<file path="config.mk">
export PLATFORM = sky130hd
export DESIGN_NAME = arc4_sequencer_flat
export DESIGN_NICKNAME = d
export VERILOG_FILES = /design/src/rtl/arc4_sequencer_if.sv /design/src/rtl/arc4_sequencer.sv /design/src/flat_wrapper.sv
export SDC_FILE = /design/constraint.sdc
export NUM_CORES = 1
export LEC_CHECK = 0
export CORE_MARGIN = 5
export CORE_UTILIZATION = 43
export CTS_CLUSTER_SIZE = 25
export DETAILED_ROUTE_END_ITERATION = 8
export PLACE_DENSITY = 0.85
export SLEW_MARGIN = 30
export SYNTH_ARGS = -nofsm -noshare
export SYNTH_HDL_FRONTEND = slang
export SYNTH_SLANG_ARGS = --single-unit
export TNS_END_PERCENT = 10
</file>
<file path="constraint.sdc">
create_clock -name clk -period 2.7 [get_ports clk]
set_input_delay 0.54 -clock clk [delete_from_list [all_inputs] [get_ports clk]]
set_output_delay 0.54 -clock clk [all_outputs]
set_load 0.05 [all_outputs]
</file>
<file path="src/rtl/arc4_sequencer_if.sv">
// Upstream start handshake for arc4_sequencer.
// master: en/key out, rdy/err/phase/cycles in; slave: the sequencer side.
interface arc4_sequencer_if #(
  parameter int KEY_W = 24
);
  logic             en;
  logic             rdy;
  logic [KEY_W-1:0] key;
  logic             err;
  logic [1:0]       phase;
  logic [31:0]      cycles;

  modport master (
    output en, key,
    input  rdy, err, phase, cycles
  );

  modport slave (
    input  en, key,
    output rdy, err, phase, cycles
  );
endinterface

</file>
<file path="src/rtl/arc4_sequencer.sv">
// ARC4 run sequencer: starts init, ksa, prga in turn and owns the S-memory mux.
// Ports: clk/rst, upstream if (en/rdy/key/err/phase/cycles), child en/rdy, S-mem.
module arc4_sequencer #(
  parameter int KEY_W   = 24,
  parameter int ADDR_W  = 8,
  parameter int DATA_W  = 8,
  parameter int TIMEOUT = 65535
) (
  input  logic              clk,
  input  logic              rst,
  arc4_sequencer_if.slave   up,
  output logic              init_en,
  output logic              ksa_en,
  output logic              prga_en,
  input  logic              init_rdy,
  input  logic              ksa_rdy,
  input  logic              prga_rdy,
  output logic [KEY_W-1:0]  ksa_key,
  output logic [KEY_W-1:0]  prga_key,
  input  logic [ADDR_W-1:0] init_addr,
  input  logic [ADDR_W-1:0] ksa_addr,
  input  logic [ADDR_W-1:0] prga_addr,
  input  logic [DATA_W-1:0] init_wrdata,
  input  logic [DATA_W-1:0] ksa_wrdata,
  input  logic [DATA_W-1:0] prga_wrdata,
  input  logic              init_wren,
  input  logic              ksa_wren,
  input  logic              prga_wren,
  output logic [ADDR_W-1:0] s_addr,
  output logic [DATA_W-1:0] s_wrdata,
  output logic              s_wren
);

  localparam logic [2:0] IDLE      = 3'd0;
  localparam logic [2:0] INIT_GO   = 3'd1;
  localparam logic [2:0] INIT_WAIT = 3'd2;
  localparam logic [2:0] KSA_GO    = 3'd3;
  localparam logic [2:0] KSA_WAIT  = 3'd4;
  localparam logic [2:0] PRGA_GO   = 3'd5;
  localparam logic [2:0] PRGA_WAIT = 3'd6;

  localparam logic [15:0] WD_LAST = 16'(TIMEOUT - 1);

  logic [2:0]       state;
  logic [2:0]       state_n;
  logic [KEY_W-1:0] key_q;
  logic             err_q;
  logic [31:0]      cyc_q;
  logic             seen_busy;
  logic [15:0]      wdog;

  logic in_init;
  logic in_ksa;
  logic in_prga;
  logic go;
  logic wait_st;
  logic cur_rdy;
  logic wren_mux;
  logic done;
  logic tmo;
  logic accept;

  assign in_init = (state == INIT_GO) || (state == INIT_WAIT);
  assign in_ksa  = (state == KSA_GO)  || (state == KSA_WAIT);
  assign in_prga = (state == PRGA_GO) || (state == PRGA_WAIT);

  assign go = (state == INIT_GO) || (state == KSA_GO) ||
              (state == PRGA_GO);
  assign wait_st = (state == INIT_WAIT) || (state == KSA_WAIT) ||
                   (state == PRGA_WAIT);

  // A ready seen before the child ever went busy is its idle
  // state, not completion.
  assign done   = wait_st && seen_busy && cur_rdy;
  assign tmo    = wait_st && !done && (wdog == WD_LAST);
  assign accept = (state == IDLE) && up.en;

  always_comb begin
    cur_rdy  = 1'b0;
    s_addr   = '0;
    s_wrdata = '0;
    wren_mux = 1'b0;
    unique case (1'b1)
      in_init: begin
        cur_rdy  = init_rdy;
        s_addr   = init_addr;
        s_wrdata = init_wrdata;
        wren_mux = init_wren;
      end
      in_ksa: begin
        cur_rdy  = ksa_rdy;
        s_addr   = ksa_addr;
        s_wrdata = ksa_wrdata;
        wren_mux = ksa_wren;
      end
      in_prga: begin
        cur_rdy  = prga_rdy;
        s_addr   = prga_addr;
        s_wrdata = prga_wrdata;
        wren_mux = prga_wren;
      end
      default: ;
    endcase
  end

  // Writes and starts are blocked during the reset cycle itself.
  assign s_wren  = wren_mux && !rst;
  assign init_en = (state == INIT_GO) && init_rdy && !rst;
  assign ksa_en  = (state == KSA_GO)  && ksa_rdy  && !rst;
  assign prga_en = (state == PRGA_GO) && prga_rdy && !rst;

  always_comb begin
    state_n = state;
    unique case (1'b1)
      state == IDLE: begin
        if (up.en) state_n = INIT_GO;
      end
      go: begin
        if (cur_rdy) state_n = state + 3'd1;
      end
      wait_st: begin
        if (done)
          state_n = (state == PRGA_WAIT) ? IDLE : state + 3'd1;
        else if (tmo)
          state_n = IDLE;
      end
      default: state_n = IDLE;
    endcase
  end

  always_ff @(posedge clk) begin
    if (rst) begin
      state     <= IDLE;
      key_q     <= '0;
      err_q     <= 1'b0;
      cyc_q     <= '0;
      seen_busy <= 1'b0;
      wdog      <= '0;
    end else begin
      state <= state_n;
      if (accept) begin
        key_q <= up.key;
        err_q <= 1'b0;
        cyc_q <= '0;
      end else if (state != IDLE && cyc_q != '1) begin
        cyc_q <= cyc_q + 32'd1;
      end
      if (tmo) err_q <= 1'b1;
      if (wait_st) begin
        if (done || tmo)
          seen_busy <= 1'b0;
        else if (!cur_rdy)
          seen_busy <= 1'b1;
      end
      if (go)
        wdog <= '0;
      else if (wait_st)
        wdog <= (done || tmo) ? 16'd0 : wdog + 16'd1;
    end
  end

  assign up.rdy    = (state == IDLE);
  assign up.err    = err_q;
  assign up.cycles = cyc_q;
  assign up.phase  = in_prga ? 2'd3 :
                     in_ksa  ? 2'd2 :
                     in_init ? 2'd1 : 2'd0;
  assign ksa_key   = key_q;
  assign prga_key  = key_q;

endmodule

</file>
<file path="src/flat_wrapper.sv">
// flat-port wrapper written by rule: the top's interface ports become plain ports
module arc4_sequencer_flat 
#(
  parameter int KEY_W   = 24,
  parameter int ADDR_W  = 8,
  parameter int DATA_W  = 8,
  parameter int TIMEOUT = 65535
)
  (clk, rst, init_en, ksa_en, prga_en, init_rdy, ksa_rdy, prga_rdy, ksa_key, prga_key, init_addr, ksa_addr, prga_addr, init_wrdata, ksa_wrdata, prga_wrdata, init_wren, ksa_wren, prga_wren, s_addr, s_wrdata, s_wren, up_en, up_key, up_rdy, up_err, up_phase, up_cycles);
  arc4_sequencer_if #(.KEY_W(KEY_W)) up_i ();
  input  logic clk;
  input  logic rst;
  output logic init_en;
  output logic ksa_en;
  output logic prga_en;
  input  logic init_rdy;
  input  logic ksa_rdy;
  input  logic prga_rdy;
  output logic [KEY_W-1:0] ksa_key;
  output logic [KEY_W-1:0] prga_key;
  input  logic [ADDR_W-1:0] init_addr;
  input  logic [ADDR_W-1:0] ksa_addr;
  input  logic [ADDR_W-1:0] prga_addr;
  input  logic [DATA_W-1:0] init_wrdata;
  input  logic [DATA_W-1:0] ksa_wrdata;
  input  logic [DATA_W-1:0] prga_wrdata;
  input  logic init_wren;
  input  logic ksa_wren;
  input  logic prga_wren;
  output logic [ADDR_W-1:0] s_addr;
  output logic [DATA_W-1:0] s_wrdata;
  output logic s_wren;
  input wire logic [$bits(up_i.en)-1:0] up_en;
  input wire logic [$bits(up_i.key)-1:0] up_key;
  output wire logic [$bits(up_i.rdy)-1:0] up_rdy;
  output wire logic [$bits(up_i.err)-1:0] up_err;
  output wire logic [$bits(up_i.phase)-1:0] up_phase;
  output wire logic [$bits(up_i.cycles)-1:0] up_cycles;
  assign up_i.en = up_en;
  assign up_i.key = up_key;
  assign up_rdy = up_i.rdy;
  assign up_err = up_i.err;
  assign up_phase = up_i.phase;
  assign up_cycles = up_i.cycles;
  arc4_sequencer #(.KEY_W(KEY_W), .ADDR_W(ADDR_W), .DATA_W(DATA_W), .TIMEOUT(TIMEOUT)) u_core (.clk(clk), .rst(rst), .up(up_i), .init_en(init_en), .ksa_en(ksa_en), .prga_en(prga_en), .init_rdy(init_rdy), .ksa_rdy(ksa_rdy), .prga_rdy(prga_rdy), .ksa_key(ksa_key), .prga_key(prga_key), .init_addr(init_addr), .ksa_addr(ksa_addr), .prga_addr(prga_addr), .init_wrdata(init_wrdata), .ksa_wrdata(ksa_wrdata), .prga_wrdata(prga_wrdata), .init_wren(init_wren), .ksa_wren(ksa_wren), .prga_wren(prga_wren), .s_addr(s_addr), .s_wrdata(s_wrdata), .s_wren(s_wren));
endmodule
</file>
**Yosys cells after proc, flatten, opt, wreduce, memory -nomap -nowiden**

Index checks and enable logic that the tools add are counted.

- Muxes and demuxes: 18
- Reductions and logical operators: 30
- Equality and inequality tests: 12
- $add $sub $neg: 3

Operator list:

| operator | count |
|---|---|
| $pmux W8 S3 | 2 |
| $add A32 B1 Y32 const B | 1 |
| $ne A32 B32 Y1 const B | 1 |
| $add A16 B1 Y16 const B | 1 |
| $eq A16 B16 Y1 const B | 1 |
| $mux W16 | 1 |
| $mux W3 | 5 |
| $logic_and A1 B1 Y1 | 13 |
| $eq A3 B3 Y1 const B | 3 |
| $pmux W3 S3 | 1 |
| $logic_or A1 B1 Y1 | 8 |
| $eq A3 B2 Y1 const B | 2 |
| $ne A2 B2 Y1 const B | 3 |
| $pmux W1 S3 | 2 |
| $mux W1 | 5 |
| $mux W2 | 2 |
| $reduce_or A2 Y1 | 2 |
| $add A3 B1 Y3 const B | 1 |
| $eq A3 B1 Y1 const B | 1 |
| $logic_not A3 Y1 | 1 |
| $ne A3 B3 Y1 const B | 1 |
| $reduce_and A3 Y1 | 1 |
| $reduce_bool A3 Y1 | 1 |
| $logic_not A1 Y1 | 2 |
| other kinds (2) | 2 |

- Register bits: 77
- Output and inout bits: 104
- Bits of input ports: 81

**Depth between registers and ports, before layout**

- Depth in word-level cells: 11
- Mapped depth: 9
- Gate-level depth less buffers: 9

**Worst setup path before layout**

OpenSTA, ideal clock, no wires.

- Path type: reg-to-output
- Start point: register u_core.state[2]
- End point: output port s_addr[0]
- Buffers on the path: 2
- Arrival: 2133 ps
- Required time: 2160 ps
- Slack: 27 ps
- Stages on the path, launching flop included: 5
- Cells stage by stage: dfxtp_1 -> buf_4 -> buf_1 -> mux2i_1 -> o21ai_0

- Longest elaborated chain between the ends: 3
- Elaborated cells between the ends (all ways): 10

Ends and longest elaborated chain:

| element | RTL line | RTL |
|---|---|---|
| start: declaration | arc4_sequencer.sv:44 | `logic [2:0] state;` |
| start signal: assignment | arc4_sequencer.sv:140 | `state <= state_n;` |
| $eq A3 B3 Y1 (tied with other cells) | arc4_sequencer.sv:65 | `assign in_prga = (state == PRGA_GO) \|\| (state == PRGA_WAIT);` |
| $logic_or A1 B1 Y1 (on tied branches) | arc4_sequencer.sv:65, arc4_sequencer.sv:63, arc4_sequencer.sv:64 |  |
| $pmux W8 S3 * | arc4_sequencer.sv:83 | `unique case (1'b1)` |
| end: declaration | flat_wrapper.sv:30 | `output logic [ADDR_W-1:0] s_addr;` |

Mark *: on every way between the ends. The rest lies on a longest branch, timed or not.

**Worst setup path after layout**

- Start point: register u_core.state[1]
- End point: output port s_wren

- Longest elaborated chain between the ends: 4
- Elaborated cells between the ends (all ways): 11

Ends and longest elaborated chain:

| element | RTL line | RTL |
|---|---|---|
| $eq A3 B3 Y1 (tied with other cells) | arc4_sequencer.sv:65 |  |
| $logic_or A1 B1 Y1 (on tied branches) | arc4_sequencer.sv:65, arc4_sequencer.sv:63, arc4_sequencer.sv:64 |  |
| $pmux W1 S3 * | arc4_sequencer.sv:83 |  |
| $logic_and A1 B1 Y1 * | arc4_sequencer.sv:107 | `assign s_wren = wren_mux && !rst;` |
| end: declaration | flat_wrapper.sv:32 | `output logic s_wren;` |

Marks and branches as above.

==> reports/qor.csv <==
metric,value,unit
core area,0.00973,mm²
Fillers,790,
drt pass-1 iters,4,
post-synthesis sequential area ratio,0.361,
Tcrit/Tclk final,0.934,
# port buffers,184,
Routed WL,12800,µm
Synthesized Nets,634,
RSZ-0062 raised after global routing,no,
hold buffer count at CTS,0,
Final Hold Fails,0,
top post-synthesis cells by area,"dfxtp_1, nand2_1, xnor2_1, a21oi_1, mux2i_1",
"Reg clk slew, reported paths",90,ps
Worst Path Arrival,1980,ps
vias per std cell,5.34,
n_diodes,0,
Worst Setup Start Kind,register,
Die Span X,110,µm
Placer Congestion,0.878,
Seq cells post-synth,77,
clock buffer depth,2,
DR WL/cell,15.1,µm
max-cap violation count,0,
Slew @ Worst Pin,598,ps
CTS Root Cell,clkbuf_8,
Final Util,0.669,
Post-Synthesis Cells,545,
row count,36,
Worst Hold Class,register to register,
total global routing overflow,0,
drt drc,0,
Syn-to-layout area delta,52.5,%
critical path class,register to output pin,
CTS tree,done,
Sink Count,77,
Starting Density,0.439,
CTS buffer count,9,
P_leak,0.00222,µW
"EDFF count, synth",0,
Layout Skew,16.4,ps
global-route wire length before repair,20500,µm
PwrDens,684,mW/mm²
"commonest non-fill, non-tap cell in the layout",clkdlybuf4s50_1,
maximum vdd drop,0.000457,V
Slew HR,0.601,
average size of a mapped cell,7.83,µm²
"commonest non-fill, non-tap cells in the layout","clkdlybuf4s50_1, nand2_1, dfxtp_1",
Syn Std Cell Area,0.00427,mm²
Synth top area share,0.361,
setup_tns,0,ps
count of final setup violators,0,
Post-CTS Setup Inserts,0,
clock latency on the worst-skew pair,350,ps
HPWL Detailed,10100,µm
initial drt markers,314,
NumNets Final,797,
IO Pins,185,
Crit. End Element,output pin,
minimum clock period,2520,ps
GRT Util Overall,0.210,
CTS H-tree lvls,3,
largest net degree at the start of global routing,33,
Yosys warning count,0,
ys flop type,dfxtp_1,
Pins Over Slew Limit,0,
die area,0.0120,mm²
Crit Path Max Fanout,8,
layout cell share with drive strength beyond 1,0.108,
Synth async-reset ratio,0,
initial antenna violation count,0,
"area leader, netlist",dfxtp_1,
synth unique cells,50,
vias in the first global route,4471,
Vias,4515,
Final ANT Viol Nets,0,
run status,completed,
Die H,110,µm
CP Data Required Time,2160,ps
fmax,0.396,GHz
repair_timing:
item | in CTS | in global routing
cloned | 0 | 0
resized for setup | 2 | 2
endpoints found under the setup margin | 11 | 12
state kept, by name, indices dropped and copies added, names as in the netlist:
name	flops
u_core.state	3
u_core.wdog	16
u_core.up.err	1
u_core.up.cycles	32
u_core.seen_busy	1
u_core.ksa_key	24
worst paths after layout:
kind                   startpoint                    to  slack [ps]  cells past startpoint
setup / recovery  u_core.state[1]                s_wren         180                      8
hold / removal      u_core.up.err         u_core.up.err         450                      2
setup reg to reg  u_core.state[0]  u_core.up.cycles[31]         400                      9
hold reg to reg     u_core.up.err         u_core.up.err         450                      2
layer usage:
metal,track usage,vias up,wire [µm]
li1,-,2172,-
met1,0.238,2106,5010
met2,0.371,214,6300
met3,0.0640,23,1270
met4,0.0784,0,206
met5,0,-,0
where the power goes:
part           switching (µW)  leakage [µW]  total (µW)  internal [µW]
Clock                     435     0.0000917         819            384
Combinational            1450       0.00150        2350            908
Sequential               65.0      0.000624        1280           1210
cells by family (layout without fill, tap and decap cells):
kind of cell / Yosys count / after routing / synth area share
xor gates and xnor gates: 33 / 33 / 0.0677
muxes: 21 / 21 / 0.0496
AOI/OAI and AO/OA: 89 / 89 / 0.127
adders and majority gates: 8 / 8 / 0.0235
and+or+nand+nor: 250 / 250 / 0.289
buffers and inverters: 67 / 235 / 0.0821
DFF: 77 / 77 / 0.361
cell usage after synthesis (2+ instances only):
cell       instances
xnor2_1           25
nand4_1           15
clkbuf_1          15
nor4_2             4
or3_1              3
a2bb2oi_1          3
and2_1             6
dfxtp_1           77
a22o_1             2
and3_1             5
xor2_1             8
nand2_1           93
buf_4             25
nor2_1            50
nand2b_1           4
ha_1               8
nand3_1           25
buf_1              5
a21oi_1           41
nor3_1            17
mux2i_1           20
a311oi_1           3
a21o_1             2
or2_2              4
a31oi_1            6
inv_1             17
nor3b_1            4
nor4_1             7
and4_1             3
nand3b_1           3
o21ai_0           23
buf_2              4
per-stage QoR:
stage / cells / power [µW] / hold slack, ps / setup slack [ps] / instance area, µm²
detailed placement: 830 / 3650 / 448 / 64.7 / 6310
CTS: 846 / 4480 / 461 / 5.62 / 6500
floorplan: 545 / 2720 / 439 / 27.1 / 4270
finish: 846 / 4450 / 455 / 178 / 6510
global placement: 830 / 3620 / 440 / 164 / 6310
global route: 846 / 4670 / 474 / 15.9 / 6510
worst max-delay path, stage by stage (launching register included):
cell     delay [ps]
dfxtp_1         390
inv_1            80
ha_1            260
nor2_2          270
buf_4           200
nor2_1           50
a21oi_1         120
nor2_1           90
buf_12          180
final cells by class:
| class | count | area (µm²) | area share |
|---|---|---|---|
| inverter | 18 | 67.6 | 0.0104 |
| sequential | 77 | 1540 | 0.237 |
| clock inverter | 5 | 33.8 | 0.00519 |
| tap | 133 | 166 | 0.0256 |
| clock buffer | 11 | 151 | 0.0233 |
| multi-input combinational | 401 | 2380 | 0.366 |
| timing repair buffer | 201 | 2160 | 0.332 |
(Power assumes the default switching activity.)
